**config.mk**
```make
export PLATFORM = sky130hd
export DESIGN_NAME = exe_alu_stage
export DESIGN_NICKNAME = d
export VERILOG_FILES = /design/src/rtl/exe_pkg.sv /design/src/rtl/exe_alu_stage_alu_core.sv /design/src/rtl/exe_alu_stage.sv
export SDC_FILE = /design/constraint.sdc
export NUM_CORES = 1
export LEC_CHECK = 0
export ABC_AREA = 1
export ABC_CLOCK_PERIOD_IN_PS = 3600
export BUFFER_PORTS_ARGS = -buffer_cell sky130_fd_sc_hd__buf_4
export CAP_MARGIN = 0
export CORE_UTILIZATION = 42
export CTS_BUF_LIST = sky130_fd_sc_hd__clkbuf_4
export DETAILED_ROUTE_END_ITERATION = 8
export MAX_ROUTING_LAYER = met4
export PLACE_DENSITY = 0.64
export REMOVE_ABC_BUFFERS = 1
export SLEW_MARGIN = 40
export SYNTH_ARGS = -nofsm -noshare
export SYNTH_HDL_FRONTEND = slang
export SYNTH_HIERARCHICAL = 1
export SYNTH_SLANG_ARGS = --single-unit
export TNS_END_PERCENT = 20
```
**constraint.sdc**
```tcl
create_clock -name clk -period 3.6 [get_ports clk]
set_input_delay 0.18 -clock clk [delete_from_list [all_inputs] [get_ports clk]]
set_output_delay 0.18 -clock clk [all_outputs]
set_load 0.05 [all_outputs]
```
**src/rtl/exe_pkg.sv**
```systemverilog
// Shared encodings for the execute stage: ALU command codes and NZCV bit positions.
package exe_pkg;

  localparam logic [3:0] CMD_MOV = 4'b0001;
  localparam logic [3:0] CMD_MVN = 4'b1001;
  localparam logic [3:0] CMD_ADD = 4'b0010;
  localparam logic [3:0] CMD_ADC = 4'b0011;
  localparam logic [3:0] CMD_SUB = 4'b0100;
  localparam logic [3:0] CMD_SBC = 4'b0101;
  localparam logic [3:0] CMD_AND = 4'b0110;
  localparam logic [3:0] CMD_ORR = 4'b0111;
  localparam logic [3:0] CMD_EOR = 4'b1000;

  localparam int FLAG_N = 3;
  localparam int FLAG_Z = 2;
  localparam int FLAG_C = 1;
  localparam int FLAG_V = 0;

endpackage

```
**src/rtl/exe_alu_stage_alu_core.sv**
```systemverilog
// Combinational ALU: result plus next NZCV; C/V pass through for non-arithmetic commands.
module alu_core
  import exe_pkg::*;
(
  input  logic [31:0] val1,
  input  logic [31:0] val2,
  input  logic [3:0]  cmd,
  input  logic        c_in,
  input  logic        v_in,
  output logic [31:0] result,
  output logic [3:0]  nzcv_next
);

  logic [32:0] w_sum;
  logic        w_c;
  logic        w_v;

  always_comb begin
    w_sum  = '0;
    result = '0;
    w_c    = c_in;
    w_v    = v_in;
    case (cmd)
      CMD_MOV: result = val2;
      CMD_MVN: result = ~val2;
      CMD_ADD, CMD_ADC: begin
        w_sum  = {1'b0, val1} + {1'b0, val2} + {32'b0, (cmd == CMD_ADC) & c_in};
        result = w_sum[31:0];
        w_c    = w_sum[32];
        w_v    = (val1[31] == val2[31]) & (w_sum[31] != val1[31]);
      end
      // Subtraction as a + ~b + carry so bit 32 is directly the NOT-borrow carry.
      CMD_SUB, CMD_SBC: begin
        w_sum  = {1'b0, val1} + {1'b0, ~val2} + {32'b0, (cmd == CMD_SUB) | c_in};
        result = w_sum[31:0];
        w_c    = w_sum[32];
        w_v    = (val1[31] != val2[31]) & (w_sum[31] != val1[31]);
      end
      CMD_AND: result = val1 & val2;
      CMD_ORR: result = val1 | val2;
      CMD_EOR: result = val1 ^ val2;
      default: result = '0;
    endcase
    nzcv_next         = '0;
    nzcv_next[FLAG_N] = result[31];
    nzcv_next[FLAG_Z] = (result == 32'd0);
    nzcv_next[FLAG_C] = w_c;
    nzcv_next[FLAG_V] = w_v;
  end

endmodule

```
**src/rtl/exe_alu_stage.sv**
```systemverilog
// Execute stage: ALU, architectural NZCV register and the EXE/MEM pipeline register.
module exe_alu_stage
  import exe_pkg::*;
#(
  parameter int WIDTH = 32
) (
  input  logic             clk,
  input  logic             rst_n,
  input  logic             in_valid,
  input  logic [WIDTH-1:0] val1,
  input  logic [WIDTH-1:0] val2,
  input  logic [WIDTH-1:0] val_rm,
  input  logic [3:0]       exe_cmd,
  input  logic             s_bit,
  input  logic             wb_en_in,
  input  logic             mem_r_in,
  input  logic             mem_w_in,
  input  logic [3:0]       dest_in,
  input  logic             freeze,
  input  logic             flush,
  output logic [WIDTH-1:0] alu_res,
  output logic [WIDTH-1:0] st_val,
  output logic [3:0]       dest,
  output logic             wb_en,
  output logic             mem_r,
  output logic             mem_w,
  output logic             out_valid,
  output logic [3:0]       status
);

  logic [WIDTH-1:0] w_result;
  logic [3:0]       w_nzcv_next;
  logic             w_status_we;

  logic [WIDTH-1:0] r_alu_res;
  logic [WIDTH-1:0] r_st_val;
  logic [3:0]       r_dest;
  logic             r_wb_en;
  logic             r_mem_r;
  logic             r_mem_w;
  logic             r_out_valid;
  logic [3:0]       r_status;

  alu_core u_alu_core (
    .val1      (val1),
    .val2      (val2),
    .cmd       (exe_cmd),
    .c_in      (r_status[FLAG_C]),
    .v_in      (r_status[FLAG_V]),
    .result    (w_result),
    .nzcv_next (w_nzcv_next)
  );

  assign w_status_we = in_valid & s_bit & ~freeze & ~flush;

  always_ff @(posedge clk or negedge rst_n) begin
    if (!rst_n) begin
      r_status <= '0;
    end else if (w_status_we) begin
      r_status <= w_nzcv_next;
    end
  end

  // Flush outranks freeze so a squashed instruction never lingers in a held stage.
  always_ff @(posedge clk or negedge rst_n) begin
    if (!rst_n) begin
      r_alu_res   <= '0;
      r_st_val    <= '0;
      r_dest      <= '0;
      r_wb_en     <= 1'b0;
      r_mem_r     <= 1'b0;
      r_mem_w     <= 1'b0;
      r_out_valid <= 1'b0;
    end else if (flush) begin
      r_alu_res   <= '0;
      r_st_val    <= '0;
      r_dest      <= '0;
      r_wb_en     <= 1'b0;
      r_mem_r     <= 1'b0;
      r_mem_w     <= 1'b0;
      r_out_valid <= 1'b0;
    end else if (!freeze) begin
      r_alu_res   <= w_result;
      r_st_val    <= val_rm;
      r_dest      <= dest_in;
      r_wb_en     <= wb_en_in & in_valid;
      r_mem_r     <= mem_r_in & in_valid;
      r_mem_w     <= mem_w_in & in_valid;
      r_out_valid <= in_valid;
    end
  end

  assign alu_res   = r_alu_res;
  assign st_val    = r_st_val;
  assign dest      = r_dest;
  assign wb_en     = r_wb_en;
  assign mem_r     = r_mem_r;
  assign mem_w     = r_mem_w;
  assign out_valid = r_out_valid;
  assign status    = r_status;

endmodule

```
==> Word level (Yosys, flattened, before mapping) <==
Cells that the tools add are included.
{ "classes": {"addsub": 4, "muxes": 17, "bitwise_logic": 16, "eq_ne": 14, "reduce_logical": 5} }
{ "ops": {"columns": ["op", "n"], "rows": [
  ["case mux 32 bit (7 select lines)", 1],
  ["two-way mux 32 bit", 4],
  ["adder 32 x 32 -> 33 bit", 2],
  ["adder 33 x 1 -> 33 bit", 2],
  ["bitwise AND 32 bit", 1],
  ["zero test 32 bit", 1],
  ["inverter 32 bit", 1],
  ["bitwise OR 32 bit", 1],
  ["XOR 32 bit", 1],
  ["== test 4 x 3 -> 1 bit, second input constant", 4],
  ["bitwise AND 1 bit", 9],
  ["== test 4 x 2 -> 1 bit, second input constant", 2],
  ["== test 4 bit, second input constant", 2],
  ["two-way mux 1 bit", 8],
  ["two-way mux 4 bit", 2],
  ["== test 4 x 1 -> 1 bit, second input constant", 1],
  ["case mux 1 bit (2 select lines)", 2],
  ["OR reduction 2 bit", 2],
  ["!= test 1 bit", 3],
  ["!= test 2 x 1 -> 1 bit, second input constant", 1],
  ["inverter 1 bit", 2],
  ["AND reduction 2 bit", 1],
  ["nonzero test 2 bit", 1],
  ["== test 1 bit", 1],
  ["bitwise OR 1 bit", 1]
]} }
{ "word_totals": {"wordCells": 65, "input_bits": 113, "out_inout_bits": 76, "register_bits": 76} }

==> Logic depth before layout (Yosys ltp) <==
Gate-level depths: netlist of the first run.
{ "depth": {"depth_word": 6, "depth_mapped": 25, "depth_no_buf": 24} }

==> By module <==
The synthesis of the first run kept the hierarchy.
{ "modules_own_cells": {"columns": ["module", "cells_each", "seq_area_each_um2", "instances", "area_each_um2"], "rows": [
  ["alu_core", 1468, 0.0, 1, 7314.5],
  ["exe_alu_stage", 325, 1901.8, 1, 2871.5]
]} }

==> Worst setup path after synthesis of the first run <==
OpenSTA, ideal clock, no wires.
{ "synth_timing": {"kind": "reg2reg", "startpoint": "register r_status[1] (netlist: status[1])", "endpoint": "register r_status[2] (netlist: status[2])", "arrival_ns": 2.734, "path_buffers": 0, "slack_ns": 0.801, "synth_period_minus_slack_ns": 2.799, "setup_time_ns": 0.065, "stages_incl_launch_ff": 23, "t_required_ns": 3.535, "cell_sequence": "dfrtp_1 -> nand3_1 -> fa_1 -> inv_1 -> fa_1 -> nand2_1 -> nand3_1 -> nand3_1 -> nand2_1 -> nand2_1 -> nand2_1 -> nand2_1 -> nand3_1 -> nand2_1 -> nor2_1 -> nand2_1 -> nor2_1 -> nand2_1 -> nor2_1 -> nand2_1 -> nor2_2 -> nand3_1 -> nand2_1"} }
{ "synth_via": {"elab_chain_cells": 4, "word_cells_on_any_way": 6, "cone_classes": "add/sub: 2; mux: 1; bitwise: 2; reduce/logical: 1"} }
{ "synth_lines": {"columns": ["item", "line_no", "text"], "rows": [
  ["start: declaration", "exe_alu_stage.sv:42", "logic [3:0] r_status;"],
  ["start signal: assignment", "exe_alu_stage.sv:60", "r_status <= w_nzcv_next;"],
  ["bitwise OR 1 bit / bitwise AND 1 bit (equally long branches)", "exe_alu_stage_alu_core.sv:34, exe_alu_stage_alu_core.sv:27", null],
  ["adder 33 x 1 -> 33 bit (on tied branches)", "exe_alu_stage_alu_core.sv:34, exe_alu_stage_alu_core.sv:27", null],
  ["case mux 32 bit (7 select lines) *", "exe_alu_stage_alu_core.sv:23", "case (cmd)"],
  ["zero test 32 bit *", "exe_alu_stage_alu_core.sv:46", "nzcv_next[FLAG_Z] = (result == 32'd0);"],
  ["named net w_nzcv_next[2]", "exe_alu_stage.sv:32", "logic [3:0] w_nzcv_next;"]
]} }
The timed path passes the listed nets; every way through them passes the cells marked *.
A chain may end at the register's enable or synchronous reset.

==> Worst setup path in the final report of the first run <==
{ "layout_timing": {"startpoint": "register r_status[1] (netlist: status[1])", "endpoint": "register r_status[2] (netlist: status[2])"} }
{ "layout_via": {"elab_chain_cells": 4, "word_cells_on_any_way": 6, "cone_classes": "add/sub: 2; mux: 1; bitwise: 2; reduce/logical: 1"} }
{ "layout_lines": {"columns": ["item", "line_no", "text"], "rows": [
  ["bitwise OR 1 bit / bitwise AND 1 bit (equally long branches)", "exe_alu_stage_alu_core.sv:34, exe_alu_stage_alu_core.sv:27", null],
  ["adder 33 x 1 -> 33 bit (on tied branches)", "exe_alu_stage_alu_core.sv:34, exe_alu_stage_alu_core.sv:27", null],
  ["case mux 32 bit (7 select lines) *", "exe_alu_stage_alu_core.sv:23", null],
  ["named net w_result[18]", "exe_alu_stage.sv:31", "logic [WIDTH-1:0] w_result;"],
  ["zero test 32 bit *", "exe_alu_stage_alu_core.sv:46", null],
  ["named net w_nzcv_next[2]", "exe_alu_stage.sv:32", null]
]} }
Marked as above.

==> reports/qor.yml, run 1 <==
run_status:
  status: "finished, final reports clean"
routing:
  postRouteWirelength_um: 38500
  vias: 11800
  wl_per_cell_um: 16.7
  drt_iter0_drc: 1088
  antenna_left: 0
  drc: 0
  viasPerCell: 5.09
  drtPass1Iterations: 6
die:
  ios: 189
  start_util_pct: 43.1
  die_w_um: 158
  std_cell_rows: 56
  core_area_mm2: 0.0236
  dieArea_mm2: 0.0249
  die_y_um: 158
grt:
  grt-ovfl-total: 0
  grtUsageTotal_pct: 31.6
  grt_pass1_vias: 10700
  grt_max_degree: 77
  antenna_found_initial: 1
  grt_pass1_wl_um: 58000
worst_setup_path:
  crit_required_ns: 3.96
  crit_buf_inv: 1
  r2r_slack_ns: 0.60
  endpoint_kind: "register"
  slowest_stage: "dfrtp_1"
  crit_start: "status[1]$_DFFE_PN0P_"
  worstPathCellList: "nand3_1 > fa_1 > inv_1 > fa_1 > nand2_1 > nand3_1 > nand3_1 > nand2_1 > nand2_1 > nand2_1 > nand2_1 > nand2_1 > nand2_1 > nand3_1 > nand3_1 > nor2_1 > nand4_1 > nor2_2 > nand3_1 > nand2_1"
  worstPathMaxFanout: 3
  worstSetupPathType: "reg -> reg"
  cpPeakStageDelay_ns: 0.40
  cpMostUsedCell: "nand2_1"
  cpLargestDelayFamily: "simple AND/OR/NAND/NOR gates"
  rr_startpoint: "status[1]$_DFFE_PN0P_"
  cp-start-kind: "register"
  critical_path_arrival_ns: 3.36
clock_tree:
  cts_sinks: 76
  htree_levels: 3
  clockRootBuffer: "clkbuf_4"
  cts_tree: "done"
  clk_path_buf_depth: 2
  cts.reportedPaths.clkPinSlew_ns: 0.11
  clock_latency_ns: 0.40
  cts_made_buffers: 9
synth:
  synth_top_cells_by_area: "nand2_1 25%, dfrtp_1 19%, ha_1 12%"
  ys_warn_count: 6
  post_synth.cell_area_avg_um2: 5.68
  ys_ff_latch: 76
  syn_inst: 1793
  yosysTopAreaCellShare_pct: 25.2
  yosysSeqAreaShare_pct: 18.7
  syn-cell-area_mm2: 0.0102
  ys_types: 37
  yosys.area.top_type: "nand2_1"
power:
  p_leak_nw: 7.46
  power.density_mw_per_mm2: 253
  peakVddDrop_mv: 0.175
place:
  place.gp.congestion: 1.00
  port_buffers: 188
  dp.cells: 2255
  pre_cts_ws_ns: 0.411
  postPlaceCellArea_mm2: 0.0118
  hpwlAfterDp_um: 31200
timing:
  fin_crit_ns: 3.00
  setup_violations: 0
  relSlewSlack_pct: 47.9
  finalSetupTns_ns: 0
  hold_viol: 0
  period_share_pct: 83.5
  final.setup.worst_slack_ns: 0.595
  clock_skew_ns: 0.0109
  clock.fmax_mhz: 333
  rsz0062_at_grt: "no"
  final_max_slew_viol_count: 0
  tightest_slew_ns: 0.779
cells_and_area:
  drive_gt1_share_pct: 14.3
  mostFrequentLayoutCell: "nand2_1"
  design_area_mm2: 0.0123
  final_cell_mix: "685 x nand2_1, 313 x inv_1, 196 x buf_4, 147 x nand3_1, 146 x nor2_1"
  syn_to_final_growth_pct: 20.5
  final_cells: 2310
  nets: 2198
flow_run:
  drv_cap: 0
hold_path:
  hp-start: "val_rm[1]"
  hold_class: "in -> reg"
==> worst register-to-register path, cell delays in order (launching register included) <==
cell and delay (ns):
dfrtp_1 0.40, nand3_1 0.11, fa_1 0.39, inv_1 0.15
fa_1 0.22, nand2_1 0.07, nand3_1 0.13, nand3_1 0.11
nand2_1 0.11, nand2_1 0.07, nand2_1 0.13, nand2_1 0.09
nand2_1 0.06, nand2_1 0.04, nand3_1 0.07, nand3_1 0.14
nor2_1 0.18, nand4_1 0.18, nor2_2 0.13, nand3_1 0.07
nand2_1 0.10
==> area by class of cell <==
| type | instances | area [um2] |
|---|---|---|
| Sequential cell | 76 | 1900 |
| Antenna cell | 1 | 2.50 |
| Timing Repair Buffer | 237 | 1890 |
| Fill cell | 2476 | 11300 |
| Clock buffer | 12 | 90.1 |
| Inverter | 331 | 1240 |
| Tap cell | 319 | 399 |
| Clock inverter | 3 | 38.8 |
| Multi-Input combinational cell | 1331 | 6710 |
==> state kept, by name, indices dropped and copies added, names as in the netlist <==
name	flops
alu_res	32
mem_r	1
status	4
dest	4
mem_w	1
out_valid	1
st_val	32
wb_en	1
==> path summary, 6_finish.rpt <==
path,end,depth (start not counted)
max,status[2]$_DFFE_PN0P_,20
min,st_val[1]$_DFFE_PN0P_,3
max reg2reg,status[2]$_DFFE_PN0P_,20
min reg2reg,alu_res[19]$_DFFE_PN0P_,2
max in group asynchronous,alu_res[19]$_DFFE_PN0P_,2
min in group asynchronous,dest[2]$_DFFE_PN0P_,2
==> synthesized netlist by cell type <==
| master | n |
|---|---|
| nand2_1 | 685 |
| inv_1 | 313 |
| nand3_1 | 147 |
| nor2_1 | 146 |
| ha_1 | 95 |
| dfrtp_1 | 76 |
| a21oi_1 | 46 |
| o22ai_1 | 45 |
| o21ai_0 | 29 |
| buf_2 | 28 |
| nand4_1 | 21 |
| nor2_2 | 20 |
| buf_4 | 19 |
| nand2_2 | 19 |
| nor3_1 | 17 |
| a211oi_1 | 16 |
| inv_2 | 16 |
| nand3_2 | 10 |
| o21bai_1 | 7 |
| and2_1 | 4 |
| buf_6 | 4 |
| clkbuf_1 | 4 |
| fa_1 | 4 |
| nand2_4 | 3 |
| nor4_1 | 3 |
| a21oi_2 | 2 |
| clkinv_1 | 2 |
| nor3_2 | 2 |
| o21ai_1 | 2 |
| a21boi_0 | 1 |
| a21o_1 | 1 |
| and2_0 | 1 |
| nand3b_1 | 1 |
| o2111ai_1 | 1 |
| o211ai_1 | 1 |
| or2_2 | 1 |
| xor2_1 | 1 |
==> repair_timing <==
action | in CTS | in global routing
hold endpoints to repair | 114 | 0
hold buffers | 39 | 0
gates resized for setup | 0 | 0
buffers inserted | 0 | 0
==> through the flow <==
| stage | hold slack, ns | util, % | power (mW) |
|---|---|---|---|
| 2_1_floorplan | -0.116 | - | 1.97 |
| 3_3_place_gp | 0.385 | 49.8 | 2.56 |
| 3_5_place_dp | 0.253 | 49.8 | 2.56 |
| 4_1_cts | 0.0100 | 52.0 | 3.11 |
| 5_1_grt | 0.0146 | 52.0 | 3.32 |
| 6_report | 0.0347 | 52.0 | 3.11 |
==> routing by layer <==
metal,global-route usage (%),share of wire (%),vias to the layer above,wire length [um]
li1,-,-,5901,-
met1,41.5,44,5350,17100
met2,51.8,45,473,17500
met3,2.90,8.3,35,3220
met4,8.28,1.8,0,692
met5,-,0,-,0
==> where the power goes <==
group | internal (mW) | switching [mW]
registers | 0.908 | 0.0326
clock network | 0.229 | 0.274
logic | 0.521 | 1.14
==> kinds of logic (layout without fill, tap and decap cells) <==
family	after synthesis	in the layout	synth area share (%)
other	0	1	0
xor gates and xnor gates	1	1	0.0860
DFF	76	76	18.7
AOI/OAI and AO/OA	151	151	8.72
and+or+nand+nor	1080	1080	44.5
adders and majority gates	99	99	12.5
buffers and inverters	386	583	15.6
Note: power is estimated with default switching activity, not from simulation.
==> run 2, diff against run 1 <==
ABC_CLOCK_PERIOD_IN_PS = 3000   (was 3600)
clock period = 3 ns   (was 3.6 ns; I/O delays follow)
==> reports/qor.yml, run 2 (synthesized netlist as in run 1, its figures left out) <==
place:
  postPlaceCellArea_mm2: 0.0122
  dp.cells: 2315
  hpwlAfterDp_um: 33200
  place.gp.congestion: 1.04
  pre_cts_ws_ns: -0.0464
  port_buffers: 188
cells_and_area:
  final_cells: 2375
  final_cell_mix: "676 x nand2_1, 311 x inv_1, 260 x buf_4, 141 x nand3_1, 138 x nor2_1"
  mostFrequentLayoutCell: "nand2_1"
  design_area_mm2: 0.0129
  nFillCells: 2466
  syn_to_final_growth_pct: 27.0
  nets: 2263
  drive_gt1_share_pct: 18.4
routing:
  antenna_left: 0
  drc: 0
  top_layer_used: "met4"
  drt_iter0_drc: 1029
  postRouteWirelength_um: 40400
  viasPerCell: 5.10
  vias: 12100
  dr_wl_met3_um: 3290
  wl_met1_um: 18100
  drtPass1Iterations: 5
  wl_per_cell_um: 17.0
  route.met2.wl_um: 18000
hold_path:
  whs_path_depth: 3
  hp-start: "val_rm[7]"
  holdPathEnd: "st_val[7]$_DFFE_PN0P_"
  hold_class: "in -> reg"
timing:
  hold_viol: 0
  final.setup.worst_slack_ns: 0.188
  final_max_slew_viol_count: 0
  setup_violations: 0
  relSlewSlack_pct: 51.6
  fin_crit_ns: 2.81
  tightest_slew_ns: 0.726
  rsz0062_at_grt: "yes"
  clock.fmax_mhz: 356
  period_share_pct: 93.7
  clock_skew_ns: 0.00799
run_status:
  status: "finished, final reports clean"
grt:
  antenna_found_initial: 1
  grtUsageTotal_pct: 33.4
  grt_max_degree: 77
  grt_pass1_wl_um: 61200
  grt-ovfl-total: 0
  grt_pass1_vias: 11200
clock_tree:
  htree_levels: 3
  clock_latency_ns: 0.41
  cts_tree: "done"
  cts_sinks: 76
  cts.reportedPaths.clkPinSlew_ns: 0.12
  cts_made_buffers: 9
  clk_path_buf_depth: 2
  clockRootBuffer: "clkbuf_4"
die:
  core_area_mm2: 0.0236
  start_util_pct: 43.1
  dieArea_mm2: 0.0249
  die_w_um: 158
  die_y_um: 158
  ios: 189
  std_cell_rows: 56
worst_setup_path:
  critical_path_arrival_ns: 3.16
  worstSetupPathType: "reg -> reg"
  r2r_slack_ns: 0.19
  rr_startpoint: "status[1]$_DFFE_PN0P_"
  cp-start-kind: "register"
  crit_required_ns: 3.35
  rr_endpoint: "status[2]$_DFFE_PN0P_"
  reg2regPathDepth: 20
  worstPathMaxFanout: 3
  endpoint_kind: "register"
power:
  pwr-share-clk_pct: 20.2
  peakVddDrop_mv: 0.247
  swShare_pct: 43.8
  power_mw: 4.12
  combPwrFrac_pct: 52.4
  p_sw_mw: 1.81
  power.density_mw_per_mm2: 319
  p_leak_nw: 7.82
  p_int_mw: 2.32
  p_seq_share_pct: 27.4
flow_run:
  drv_cap: 0
[run 2: how the worst max path moves through the flow]
stage                                     start                    end  slack (ns)
final                     status[1]$_DFFE_PN0P_  status[2]$_DFFE_PN0P_        0.19
after global routing      status[1]$_DFFE_PN0P_  status[2]$_DFFE_PN0P_       -0.04
after CTS                 status[1]$_DFFE_PN0P_  status[2]$_DFFE_PN0P_        0.04
after detailed placement             exe_cmd[3]  status[2]$_DFFE_PN0P_       -0.05
after global placement               exe_cmd[3]  status[2]$_DFFE_PN0P_       -0.06
after floorplan           status[1]$_DFFE_PN0P_  status[2]$_DFFE_PN0P_        0.11
[run 2: stage by stage]
stage / TNS [ns] / hold WS, ns / util, %
2_1_floorplan: 0 / -0.146 / -
3_3_place_gp: -0.0552 / 0.350 / 51.6
3_5_place_dp: -0.0464 / 0.212 / 51.7
4_1_cts: 0 / 0.0127 / 54.2
5_1_grt: -0.0428 / 0.0247 / 54.8
6_report: 0 / 0.0300 / 54.8
[run 2: repair_timing]
item / 4_1_cts / 5_1_grt
hold buffers: 39 / 0
buffers inserted: 0 / 5
pin swaps: 0 / 12
endpoints found under the setup margin: 1 / 2
resized for setup: 1 / 32
endpoints found under the hold margin: 114 / 0
[run 2: final cells by class]
cell class	instances	area, um2	area share, %
inverter	331	1240	9.60
multi-input combinational	1331	6810	52.6
sequential	76	1900	14.7
antenna	1	2.50	0.0193
tap	319	399	3.08
timing repair buffer	302	2390	18.5
clock buffer	9	67.6	0.522
clock inverter	6	128	0.986
[run 2: worst max-delay path: stages (launching register included)]
cell and delay [ns]:
dfrtp_1 0.43, a21o_1 0.18, fa_2 0.34, inv_2 0.07, fa_2 0.21, inv_1 0.08, nand2_2 0.09, nand3_2 0.09
nand2_2 0.10, nand3_2 0.12, nand2_1 0.10, nand4_1 0.08, nand3_1 0.09, nand2_1 0.07, nor2_2 0.17, nand2_1 0.08
nor2_2 0.14, nand2_1 0.08, nor2_2 0.08, nand3_1 0.07, nand2_1 0.08
[run 2: layer usage]
layer  up-vias  GRT usage (%)
met5         -              -
met4         0           9.75
met3        56           3.56
met2       498           54.3
met1      5502           43.6
li1       6046              -
[run 2: power by group through the flow]
stage               registers (mW)  clock network [mW]  logic (mW)
floorplan                     1.38                   0       0.982
global placement              1.14                   0        2.05
detailed placement            1.15                   0        2.05
CTS                           1.13               0.850        2.10
global route                  1.14               0.886        2.36
finish                        1.13               0.835        2.16
==> run 3, diff against run 2 <==
CELL_PAD_IN_SITES_DETAIL_PLACEMENT = 0   (was unset)
CELL_PAD_IN_SITES_GLOBAL_PLACEMENT = 2   (was unset)
CORE_UTILIZATION = 30   (was 42)
PLACE_DENSITY = 0.85   (was 0.64)
==> reports/qor.yml, run 3 (synthesized netlist as in run 1, its figures left out) <==
timing:
  relSlewSlack_pct: 51.4
  tightest_slew_ns: 0.728
  period_share_pct: 95.7
  final_max_slew_viol_count: 0
  rsz0062_at_grt: "yes"
  finalSetupTns_ns: 0
  setup_violations: 0
  clock_skew_ns: 0.0133
  clock.fmax_mhz: 348
  fin_crit_ns: 2.87
  final.setup.worst_slack_ns: 0.129
  hold_viol: 0
power:
  pwr-share-clk_pct: 13.7
  combPwrFrac_pct: 57.3
  swShare_pct: 47.8
  p_sw_mw: 1.86
  power_mw: 3.90
  p_int_mw: 2.04
  p_leak_nw: 7.89
  p_seq_share_pct: 29.0
  power.density_mw_per_mm2: 295
  peakVddDrop_mv: 0.186
place:
  pre_cts_ws_ns: -0.0425
  hpwlAfterDp_um: 37400
  port_buffers: 188
  dp.cells: 2466
  place.gp.congestion: 0.973
grt:
  antenna_found_initial: 1
  grt_pass1_wl_um: 66000
  grt_max_degree: 77
  grt_pass1_vias: 11400
  grtUsageTotal_pct: 26.2
  grt-ovfl-total: 0
die:
  start_util_pct: 30.5
  die_w_um: 186
  ios: 189
  core_area_mm2: 0.0334
  die_y_um: 186
  dieArea_mm2: 0.0347
  std_cell_rows: 67
clock_tree:
  clock_latency_ns: 0.41
  cts_made_buffers: 9
  htree_levels: 3
  cts.reportedPaths.clkPinSlew_ns: 0.13
  clk_path_buf_depth: 2
  clockRootBuffer: "clkbuf_4"
  cts_tree: "done"
  cts_sinks: 76
hold_path:
  hold_class: "in -> reg"
  hp-start: "freeze"
worst_setup_path:
  critical_path_arrival_ns: 3.22
  endpoint_kind: "register"
  cpLargestDelayFamily: "simple AND/OR/NAND/NOR gates"
  cpPeakStageDelay_ns: 0.47
  crit_start: "status[1]$_DFFE_PN0P_"
  worstPathMaxFanout: 5
  crit_buf_inv: 2
  rr_startpoint: "status[1]$_DFFE_PN0P_"
  worstSetupPathType: "reg -> reg"
  cp-start-kind: "register"
  worstPathCellList: "a21o_1 > fa_2 > inv_1 > fa_2 > inv_1 > nand3_2 > nand3_4 > nand2_1 > nand2_2 > o21ai_1 > nor2_1 > nor2_2 > nand2_1 > nor2_2 > nand2_2 > nor2_2 > nand2_1 > nor2_2 > nand3_1 > nand2_1"
  slowest_stage: "dfrtp_2"
  crit_required_ns: 3.35
routing:
  drc: 0
  vias: 11900
  wl_per_cell_um: 17.4
  drt_iter0_drc: 854
  viasPerCell: 4.71
  antenna_left: 0
  drtPass1Iterations: 5
  postRouteWirelength_um: 44200
cells_and_area:
  final_cells: 2532
  nFillCells: 3747
  drive_gt1_share_pct: 19.5
  final_cell_mix: "675 x nand2_1, 312 x inv_1, 285 x buf_4, 140 x nand3_1, 137 x nor2_1"
  syn_to_final_growth_pct: 29.9
  mostFrequentLayoutCell: "nand2_1"
  nets: 2290
run_status:
  status: "finished, final reports clean"
flow_run:
  drv_cap: 0
-- run 3: stage by stage --
| step | area, um2 | hold WS [ns] | utilization, % |
|---|---|---|---|
| after detailed placement | 12500 | 0.227 | 37.4 |
| final | 13200 | 0.132 | 39.6 |
| after global routing | 13200 | 0.136 | 39.6 |
| after floorplan | 9840 | -0.146 | - |
| after CTS | 13100 | 0.0895 | 39.2 |
| after global placement | 12500 | 0.357 | 37.4 |
-- run 3: cell type report --
class | count | area, um2 | share of cell area, %
antenna | 1 | 2.50 | 0.0189
inverter | 331 | 1240 | 9.39
multi-input combinational | 1331 | 6830 | 51.6
timing repair buffer | 329 | 2580 | 19.5
sequential | 76 | 1900 | 14.4
clock buffer | 10 | 75.1 | 0.567
tap | 448 | 561 | 4.24
clock inverter | 6 | 41.3 | 0.312
-- run 3: power by group through the flow --
stage	clock network (mW)	registers, mW	logic [mW]
floorplan	0	1.38	0.982
global placement	0	1.15	2.14
detailed placement	0	1.15	2.14
CTS	0.562	1.13	2.20
global route	0.597	1.14	2.46
finish	0.532	1.13	2.24
-- run 3: worst paths after layout --
path	endpoint	slack, ns	depth (start not counted)
worst max-delay path	status[2]$_DFFE_PN0P_	0.13	20
worst min-delay path	st_val[18]$_DFFE_PN0P_	0.13	4
worst max register to register	status[2]$_DFFE_PN0P_	0.13	20
worst min register to register	alu_res[23]$_DFFE_PN0P_	0.48	2
max in group asynchronous	status[1]$_DFFE_PN0P_	2.19	2
min in group asynchronous	st_val[1]$_DFFE_PN0P_	0.32	2
-- run 3: worst reg2reg max path, delay by kind of cell (launching register included) --
family,cells,cell delay (ns)
AOI/OAI and AO/OA,2,0.31
buffers and inverters,2,0.18
adders and majority gates,2,0.56
DFF,1,0.47
and+or+nand+nor,14,1.28
-- run 3: repair_timing --
action,CTS,global route
gates cloned,0,0
setup buffers,2,4
hold buffers,43,0
gates resized for setup,6,30
hold endpoints to repair,116,0
pin swaps,2,10
endpoints found under the setup margin,1,5
-- run 3: metal layers --
layer / up-vias / part of all wire, % / global-route usage (%)
li1: 6094 / - / -
met1: 5412 / 47 / 34.8
met2: 372 / 44 / 42.3
met3: 39 / 6.8 / 2.90
met4: 0 / 1.8 / 6.23
met5: - / 0 / -
